`src/rtl/enc_pkg.sv`:
```
// Shared constants and helpers for the 8-to-3 request encoder.
package enc_pkg;

   localparam int unsigned N              = 8;
   localparam int unsigned W              = 3;
   localparam int unsigned RST_LAST_GRANT = N - 1;

   function automatic logic onehot_valid(input logic [N-1:0] vec);
      return (vec != '0) && ((vec & (vec - N'(1))) == '0);
   endfunction

endpackage

```
`src/rtl/prio_pick.sv`:
```
// Combinational pick of the lowest set bit of vec_i, searching upward from start_i with wrap.
module prio_pick
   import enc_pkg::*;
(
   input  logic [N-1:0] vec_i,
   input  logic [W-1:0] start_i,
   output logic [W-1:0] idx_o,
   output logic         any_o
);

   logic [2*N-1:0] dbl;
   logic [N-1:0]   rot;
   logic [W-1:0]   pos;

   always_comb begin
      dbl   = {vec_i, vec_i} >> start_i;
      rot   = dbl[N-1:0];
      pos   = '0;
      any_o = 1'b0;
      // Scan downward so the last hit is the lowest set bit.
      for (int i = N - 1; i >= 0; i--) begin
         if (rot[i]) begin
            pos   = W'(i);
            any_o = 1'b1;
         end
      end
      // N is a power of two, so the W-bit add wraps modulo N.
      idx_o = pos + start_i;
   end

endmodule

```
`src/rtl/encode8_3_req.sv`:
```
// Sequential 8-to-3 request encoder: sticky pending vector served one index at a time.
module encode8_3_req
   import enc_pkg::*;
#(
   parameter bit RoundRobin = 1'b0
) (
   input  logic         clk_i,
   input  logic         rst_ni,
   input  logic [N-1:0] req_i,
   output logic [W-1:0] code_o,
   output logic         valid_o,
   input  logic         ready_i,
   output logic [N-1:0] pending_o,
   output logic         overflow_o
);

   logic [N-1:0] pending_q, pending_d;
   logic [W-1:0] code_q, code_d;
   logic         valid_q, valid_d;
   logic         overflow_q, overflow_d;
   logic [W-1:0] last_grant_q, last_grant_d;

   logic [W-1:0] start;
   logic [W-1:0] pick_idx;
   logic         pick_any;
   logic         slot_free;
   logic         load;
   logic [N-1:0] clr;

   assign start = RoundRobin ? W'(last_grant_q + W'(1)) : '0;

   prio_pick u_prio_pick (
      .vec_i   (pending_q),
      .start_i (start),
      .idx_o   (pick_idx),
      .any_o   (pick_any)
   );

   always_comb begin
      slot_free    = !valid_q || ready_i;
      load         = slot_free && pick_any;
      clr          = load ? (N'(1) << pick_idx) : '0;
      pending_d    = (pending_q & ~clr) | req_i;
      // A fresh req on the bit being granted this edge is a new event, not a loss.
      overflow_d   = |(req_i & pending_q & ~clr);
      valid_d      = slot_free ? pick_any : valid_q;
      code_d       = load ? pick_idx : code_q;
      last_grant_d = load ? pick_idx : last_grant_q;
   end

   always_ff @(posedge clk_i) begin
      if (!rst_ni) begin
         pending_q    <= '0;
         code_q       <= '0;
         valid_q      <= 1'b0;
         overflow_q   <= 1'b0;
         last_grant_q <= W'(RST_LAST_GRANT);
      end else begin
         pending_q    <= pending_d;
         code_q       <= code_d;
         valid_q      <= valid_d;
         overflow_q   <= overflow_d;
         last_grant_q <= last_grant_d;
      end
   end

   assign code_o     = code_q;
   assign valid_o    = valid_q;
   assign pending_o  = pending_q;
   assign overflow_o = overflow_q;

endmodule

```
`config.mk`:
```
export PLATFORM = sky130hd
export DESIGN_NAME = encode8_3_req
export DESIGN_NICKNAME = d
export VERILOG_FILES = /design/src/rtl/enc_pkg.sv /design/src/rtl/prio_pick.sv /design/src/rtl/encode8_3_req.sv
export SDC_FILE = /design/constraint.sdc
export NUM_CORES = 1
export LEC_CHECK = 0
export CAP_MARGIN = 25
export CORE_MARGIN = 1
export CORE_UTILIZATION = 47
export DETAILED_ROUTE_END_ITERATION = 16
export PLACE_DENSITY = 0.73
export SYNTH_ARGS = -nofsm -noshare
export SYNTH_HDL_FRONTEND = slang
export SYNTH_HIERARCHICAL = 1
export SYNTH_SLANG_ARGS = --single-unit
```
`constraint.sdc`:
```
create_clock -name clk_i -period 4.5 [get_ports clk_i]
set_input_delay 0.9 -clock clk_i [delete_from_list [all_inputs] [get_ports clk_i]]
set_output_delay 0.9 -clock clk_i [all_outputs]
set_load 0.01 [all_outputs]
```
=== Yosys cells after proc, flatten, opt, wreduce, memory -nomap -nowiden ===
Index checks and enable logic that the tools add are counted.

* Equal/unequal tests: 0
* $add $sub $neg: 0
* Mux-type cells: 17
* Shift-type cells: 1
* Multipliers: 0
* Reductions and logical operators: 4
* Magnitude comparators: 0
* Bitwise gates (word level): 5
* Divide/modulo/power cells: 0

{| class="wikitable"
|+ Operators by type and width
! operator !! number
|-
| $and 8x8->8 || 3
|-
| $mux 3 || 8
|-
| $mux 1 || 8
|-
| $mux 8 || 1
|-
| $not 8->8 || 1
|-
| $or 8x8->8 || 1
|-
| $reduce_or 8->1 || 1
|-
| $shl 1x3->8 const A || 1
|-
| $logic_and 1x1->1 || 1
|-
| $logic_not 1->1 || 1
|-
| $logic_or 1x1->1 || 1
|}

* Logic and storage cells: 31
* Memories kept: 0
* Memory bits (read-only): 0
* Register bits after elaboration: 13
* Latch bits: 0
* RAM bits: 0

=== Depth between registers and ports, before layout ===
Gate-level depths: netlist of run 1.

* Word-level depth: 13
* Depth in mapped cells: 17
* Gate-level depth less buffers: 15

=== Hierarchy ===
Netlist of run 1, hierarchy kept.

{| class="wikitable"
|+ Modules (own cells, without submodules)
! module !! times used !! area an instance (um^2) !! cells an instance
|-
| prio_pick || 1 || 651.9 || 71
|-
| encode8_3_req || 1 || 596.8 || 74
|}

=== Least setup slack after synthesis of run 1 ===
OpenSTA, ideal clock, no wires.

* Path kind: register to register
* Start point: register pending_q[6], in the netlist pending_o[6]
* End point: register overflow_q, in the netlist overflow_o
* Clock period less this slack: 2.963 ns
* Required time: 4.369 ns
* Setup slack: 1.537 ns
* Cell stages (with the launch flop): 13
* Library setup time: 0.131 ns
* Arrival: 2.832 ns
* Path buffers: 1
* Cell sequence: dfxtp_1 -> mux4_2 -> mux2_2 -> o311ai_1 -> and3_1 -> o21ai_1 -> o31ai_2 -> ha_1 -> buf_6 -> inv_4 -> or4_4 -> a32oi_1 -> a31oi_1

* Word-level cells in the longest chain between the ends: 12
* Elaborated cells between the ends (all ways): 21
* Classes of those cells: shift (1); mux (15); bitwise (3); reduce/logical (2)

{| class="wikitable"
|+ Ends and longest elaborated chain
! element !! line !! RTL
|-
| start: declaration || encode8_3_req.sv:17 || <nowiki>logic [N-1:0] pending_q, pending_d;</nowiki>
|-
| start signal: assignment || encode8_3_req.sv:59 || <nowiki>pending_q <= pending_d;</nowiki>
|-
| $mux 3 (7 in a row) || prio_pick.sv:22 || <nowiki>if (rot[i]) begin</nowiki>
|-
| named net pick_idx[0] || encode8_3_req.sv:24 || <nowiki>logic [W-1:0] pick_idx;</nowiki>
|-
| $shl 1x3->8 || encode8_3_req.sv:42 || <nowiki>clr = load ? (N'(1) << pick_idx) : '0;</nowiki>
|-
| $mux 8 || encode8_3_req.sv:42 ||
|-
| $not 8->8 || encode8_3_req.sv:45 || <nowiki>overflow_d = |(req_i & pending_q & ~clr);</nowiki>
|-
| $and 8x8->8 || encode8_3_req.sv:45 ||
|-
| $reduce_or 8->1 || encode8_3_req.sv:45 ||
|-
| end signal: assignment || encode8_3_req.sv:62 || <nowiki>overflow_q <= overflow_d;</nowiki>
|-
| end: declaration || encode8_3_req.sv:20 || <nowiki>logic overflow_q, overflow_d;</nowiki>
|}

The timed path passes the listed nets, and every way through them passes these cells.
A chain may end at the register's enable or synchronous reset.

=== Final worst setup path of run 1 ===
Ends and elaborated chain as after synthesis.

==> impl_metrics.yaml, run 1 <==
cells_and_area:
  syn_to_final_growth_pct: 20.6
  multi_input_area_um2: 923
  diodes: 0
  final_nets: 182
  num-fill-cells: 235
  regArea_um2: 260
  utilization_pct: 60.3
  final_layout_size_suffix_gt1_share_pct: 9.52
logic_synthesis:
  ys.flop_type: "dfxtp_1"
  synth.area.top_cells: "dfxtp_1 21%, mux4_2 11%, mux2i_1 9.6%"
  synth.distinct_cells: 51
  netlist_area_um2: 1250
  synthCells: 145
  netlist.area_leader.share_pct: 20.8
  ys_seq_area_share_pct: 20.8
  muxShareOfSynthArea_pct: 26.5
  synth_warnings: 6
  synth_xor_area_share_pct: 1.40
  async_flop_share_pct: 0
  synth_top_area_cell: "dfxtp_1"
  ys_ff_latch: 13
  synth_top_family_by_area: "multiplexers"
  synth-simple-area-share_pct: 21.0
  synth-edff-count: 0
  synth-compound-area-share_pct: 20.3
  synthAdderAreaFrac_pct: 2.61
  synth.avg_cell_area_um2: 8.61
timing:
  finalCriticalPeriod_ns: 3.26
  period_share_pct: 72.4
  drv_slew: 0
  grt_setup_unrepaired: "false"
  setup_violations: 0
  clock_skew_ns: 0.000751
  max_freq_ghz: 0.307
  fin_tns_setup_ns: 0
  hold_violations: 0
drt:
  routedWlPerCell_um: 15.6
  ant_nets: 0
  via_per_inst: 5.97
  drc: 0
  firstDrtPassIters: 4
  first_iter_violations: 43
  num_vias: 1183
  wl_um: 3080
placed_design:
  globalplace.congestion: 0.859
  dp_hpwl_um: 2320
  numPortBuffers: 23
clock_network:
  clkTransAtPathRegs_ns: 0.08
  post_cts_buffers: 0
  ctsHtreeMaxLevel: 1
  clock_latency_ns: 0.27
  cts_root_buf: "clkbuf_4"
  cts_tree: "done"
  cts.path.max_buffers: 2
  cts-hold-fix-buffers: 0
  post_cts_resized: 0
  clkSinkCount: 13
  cts_buffers: 3
die:
  core_um2: 2500
  rows: 18
  die-area_um2: 2870
  initial_utilization_pct: 49.9
  io_pins: 24
  fp.dieW_um: 53.5
  die_y_um: 53.5
run_status:
  status: "completed"
global_routing:
  grt_max_degree: 16
  first_global_vias: 1172
  grt_pass1_wl_um: 5200
  grtUsageTotal_pct: 24.8
  antenna_found_initial: 0
  grt.overflow.total: 0
power_and_ir_drop:
  vdd_drop_max_mv: 0.219
  fin_total_pwr_w: 0.000448
  leakage_nw: 0.589
  powerDensity_nw_per_um2: 297
setup_path:
  slowest_delay_ns: 0.55
  start_kind: "register"
  crit_start: "pending_o[6]"
  cp_slowest_cell: "or4_4"
  reg2reg_from: "pending_o[6]"
  crit_type: "reg -> reg"
  required_ns: 4.65
  critical_path.endpoint_type: "register"
  path_cells: "mux4_2, mux2_2, o311ai_1, and3_1, o21ai_1, o31ai_2, ha_1, inv_4, or4_4, a32oi_1, a31oi_1"
  path_buf_inv: 1
  arrival_ns: 3.41
  path_max_fanout: 12
  crit_family: "multiplexers"
job:
  max-cap-violations: 0
min_path:
  hold_start: "code_o[2]"
  hold_path_class: "reg -> reg"
[worst paths after layout]
path                              endpoint  slack [ns]  cells after the start
worst max register to register  overflow_o        1.24                     11
worst max-delay path            overflow_o        1.24                     11
worst min register to register   code_o[2]        0.46                      2
worst min-delay path             code_o[2]        0.46                      2
[cell usage after synthesis (4+ instances only)]
| master | instances |
|---|---|
| nor2_1 | 18 |
| dfxtp_1 | 13 |
| mux2i_1 | 12 |
| nand2_1 | 11 |
| a21oi_1 | 9 |
| a31oi_1 | 6 |
| mux4_2 | 6 |
| nand3_1 | 6 |
| inv_1 | 5 |
| buf_2 | 4 |
| o21a_1 | 4 |
[layout make-up]
| type | instances | area share (%) |
|---|---|---|
| multi-input cells | 121 | 61.3 |
| flip-flops and latches | 13 | 17.3 |
| repair buffers | 23 | 15.3 |
| well taps | 30 | 2.49 |
| inverters | 7 | 1.91 |
| clock buffers | 4 | 1.74 |
[tightest hold or removal path: stages (launching register included)]
cell	delay [ns]
dfxtp_1	0.31
nand2_1	0.05
a21oi_1	0.05
[per-stage QoR]
| stage | cell area, um2 | hold WS [ns] | setup WS [ns] | cells |
|---|---|---|---|---|
| detailed placement | 1480 | 0.453 | 1.27 | 194 |
| CTS | 1510 | 0.464 | 1.25 | 198 |
| finish | 1510 | 0.460 | 1.24 | 198 |
| floorplan | 1270 | 0.481 | 1.54 | 151 |
| global placement | 1480 | 0.447 | 1.42 | 194 |
| global route | 1510 | 0.477 | 1.11 | 198 |
[where the power goes]
part | internal [W] | total [W] | switching [W]
clock network | 0.0000344 | 0.0000716 | 0.0000373
logic | 0.000110 | 0.000225 | 0.000116
registers | 0.000129 | 0.000151 | 0.0000218
[layer usage]
layer	track usage [%]	vias up	wire, um	share of wire, %
li1	-	578	-	-
met1	32.6	572	1460	47
met2	41.7	29	1500	49
met3	4.52	4	96	3.1
met4	6.14	0	27	0.88
met5	0	-	0	0
[cells in the final DEF, fill, tap and decap left out, types with 2 or more instances in the layout]
master and instances:
nand2_1 11, nor2b_1 2, dfxtp_1 13, and3_1 2, inv_1 5, a21boi_0 2, mux4_1 2, nand3_1 6
clkdlybuf4s50_1 23, mux2i_1 12, a21oi_1 9, mux2_2 2, nor2_1 18, o32ai_1 2, conb_1 7, o21a_1 4
clkbuf_4 3, nand2b_1 2, mux4_2 6, nor3b_1 2, a32oi_1 2, a31oi_1 6
[registers in the layout, summed over array words and instances, names as in the netlist]
| register | count |
|---|---|
| code_o | 3 |
| overflow_o | 1 |
| pending_o | 8 |
| valid_o | 1 |
[cell families after synthesis]
| kind of cell | Yosys count |
|---|---|
| buffers and inverters | 17 |
| and+or+nand+nor | 52 |
| xor gates and xnor gates | 2 |
| muxes | 22 |
| AOI/OAI and AO/OA | 36 |
| DFF | 13 |
| other | 1 |
| adders and majority gates | 2 |
(Power assumes the default switching activity.)
==> run 2, diff against run 1 <==
PLACE_DENSITY = 0.76   (was 0.73)
clock period = 2.7 ns   (was 4.5 ns; I/O delays follow)
==> run 2 against run 1 <==
The run now ends with negative setup slack left. Total power grew 94%. Global-route usage grew 3.3 points. Flip-flop and latch count is the same. Register-to-register slack lost 1.3 ns. Critical path type unchanged. Worst hold slack lost 0.0018 ns. Combinational power grew 130%. Cell area grew 16%. Core utilization grew 9.5 points. Fmax grew 16%. Clock-buffer cell count is the same. Critical path depth is the same. Clock power grew 65%.
==> impl_metrics.yaml, run 2 (same netlist as run 1, synthesis figures left out) <==
cells_and_area:
  final_nets: 208
  layout_commonest_cell: "buf_4"
  final_cell_mix: "26 x buf_4, 23 x clkdlybuf4s50_1, 18 x nor2_1"
  largest_reg_flops: 8
  fin_area_um2: 1740
  num-fill-cells: 191
  final_layout_size_suffix_gt1_share_pct: 27.3
  syn_to_final_growth_pct: 39.6
  diodes: 0
  utilization_pct: 69.7
global_routing:
  antenna_found_initial: 0
  grt_pass1_wl_um: 5800
  grt.overflow.total: 0
  first_global_vias: 1262
  grtUsageTotal_pct: 28.1
  grt_max_degree: 16
timing:
  hold_violations: 0
  period_share_pct: 104
  setup_violations: 3
  finalCriticalPeriod_ns: 2.80
  layout_setup_ws_ns: -0.105
  whs_ns: 0.458
  clock_skew_ns: 0.00963
  drv_slew: 0
  grt_setup_unrepaired: "true"
  max_freq_ghz: 0.357
placed_design:
  numPortBuffers: 23
  dp_hpwl_um: 2670
  dp_slack_ns: -0.218
  place_area_um2: 1660
  globalplace.congestion: 0.882
job:
  max-cap-violations: 0
clock_network:
  cts_root_buf: "clkbuf_4"
  ctsHtreeMaxLevel: 1
  cts-hold-fix-buffers: 0
  clkSinkCount: 13
  clock_latency_ns: 0.27
  cts.path.max_buffers: 2
  cts_tree: "done"
  clkTransAtPathRegs_ns: 0.08
  cts_buffers: 3
setup_path:
  crit_type: "reg -> reg"
  path_max_fanout: 8
  critical_path.endpoint_type: "register"
  required_ns: 2.85
  start_kind: "register"
  reg2reg_depth: 11
  r2r_end: "overflow_o"
  reg2reg_slack_ns: -0.10
  reg2reg_from: "pending_o[3]"
  arrival_ns: 2.95
run_status:
  violations: "negative setup slack"
  status: "finished, violations left"
die:
  fp.dieW_um: 53.5
  die_y_um: 53.5
  rows: 18
  die-area_um2: 2870
  core_um2: 2500
  initial_utilization_pct: 49.9
  io_pins: 24
drt:
  ant_nets: 0
  wl_um: 3600
  routedWlPerCell_um: 16.1
  firstDrtPassIters: 4
  via_per_inst: 5.93
  first_iter_violations: 59
  num_vias: 1328
  drc: 0
min_path:
  hold_start: "code_o[0]"
  whs_path_depth: 2
  whs_endpoint: "code_o[0]"
  hold_path_class: "reg -> reg"
power_and_ir_drop:
  powerDensity_nw_per_um2: 499
  fin_total_pwr_w: 0.000870
  leakage_nw: 0.719
  vdd_drop_max_mv: 0.359
## run 2: cell types whose count changed in the layout (fill, tap and decap cells not counted), moves of 2 or more
cell     delta
a21oi_1     -2
a21oi_2     +2
dfxtp_1     -2
buf_4      +26
## run 2: where the power goes
group	internal, W	switching, W	total, W
Clock	0.0000572	0.0000604	0.000118
Combinational	0.000268	0.000254	0.000522
Sequential	0.000215	0.0000151	0.000231
## run 2: through the flow
stage          setup TNS [ns]  std cells
3_5_place_dp           -0.500        216
6_report               -0.189        224
3_3_place_gp           -0.309        216
5_1_grt                -0.541        224
4_1_cts                -0.160        223
2_1_floorplan           -5.96        151
## run 2: worst max path at each step
stage	startpoint	end	depth (start not counted)
floorplan	pending_o[6]	overflow_o	15
global placement	pending_o[6]	overflow_o	11
detailed placement	pending_o[3]	overflow_o	11
CTS	pending_o[6]	overflow_o	11
global route	pending_o[6]	pending_o[5]	12
finish	pending_o[3]	overflow_o	11
## run 2: routing by layer
metal / vias up / part of all wire [%] / global-route usage, %
met4: 0 / 1.2 / 7.89
met1: 607 / 41 / 37.0
met5: - / 0 / 0
met2: 80 / 49 / 47.7
li1: 633 / - / -
met3: 8 / 8.8 / 3.95
## run 2: cell type report
class	instances	area, um2	area share, %
multi-input cells	121	960	55.1
inverters	7	28.8	1.65
repair buffers	49	425	24.4
well taps	30	37.5	2.15
flip-flops and latches	13	265	15.2
clock buffers	4	26.3	1.51
## run 2: repair_timing
item / in CTS / in global routing
pin swaps: 8 / 4
resized for setup: 4 / 5
buffers inserted: 3 / 1
setup endpoints to repair: 3 / 9
## run 2: critical path, cell delays in order (launching register included)
cell      delay (ns)
dfxtp_1         0.32
mux4_2          0.48
mux2i_1         0.22
o211ai_1        0.12
and3_1          0.21
o21ai_1         0.17
o31ai_2         0.09
ha_2            0.29
buf_4           0.17
o41a_1          0.35
a32oi_2         0.15
a31oi_1         0.11
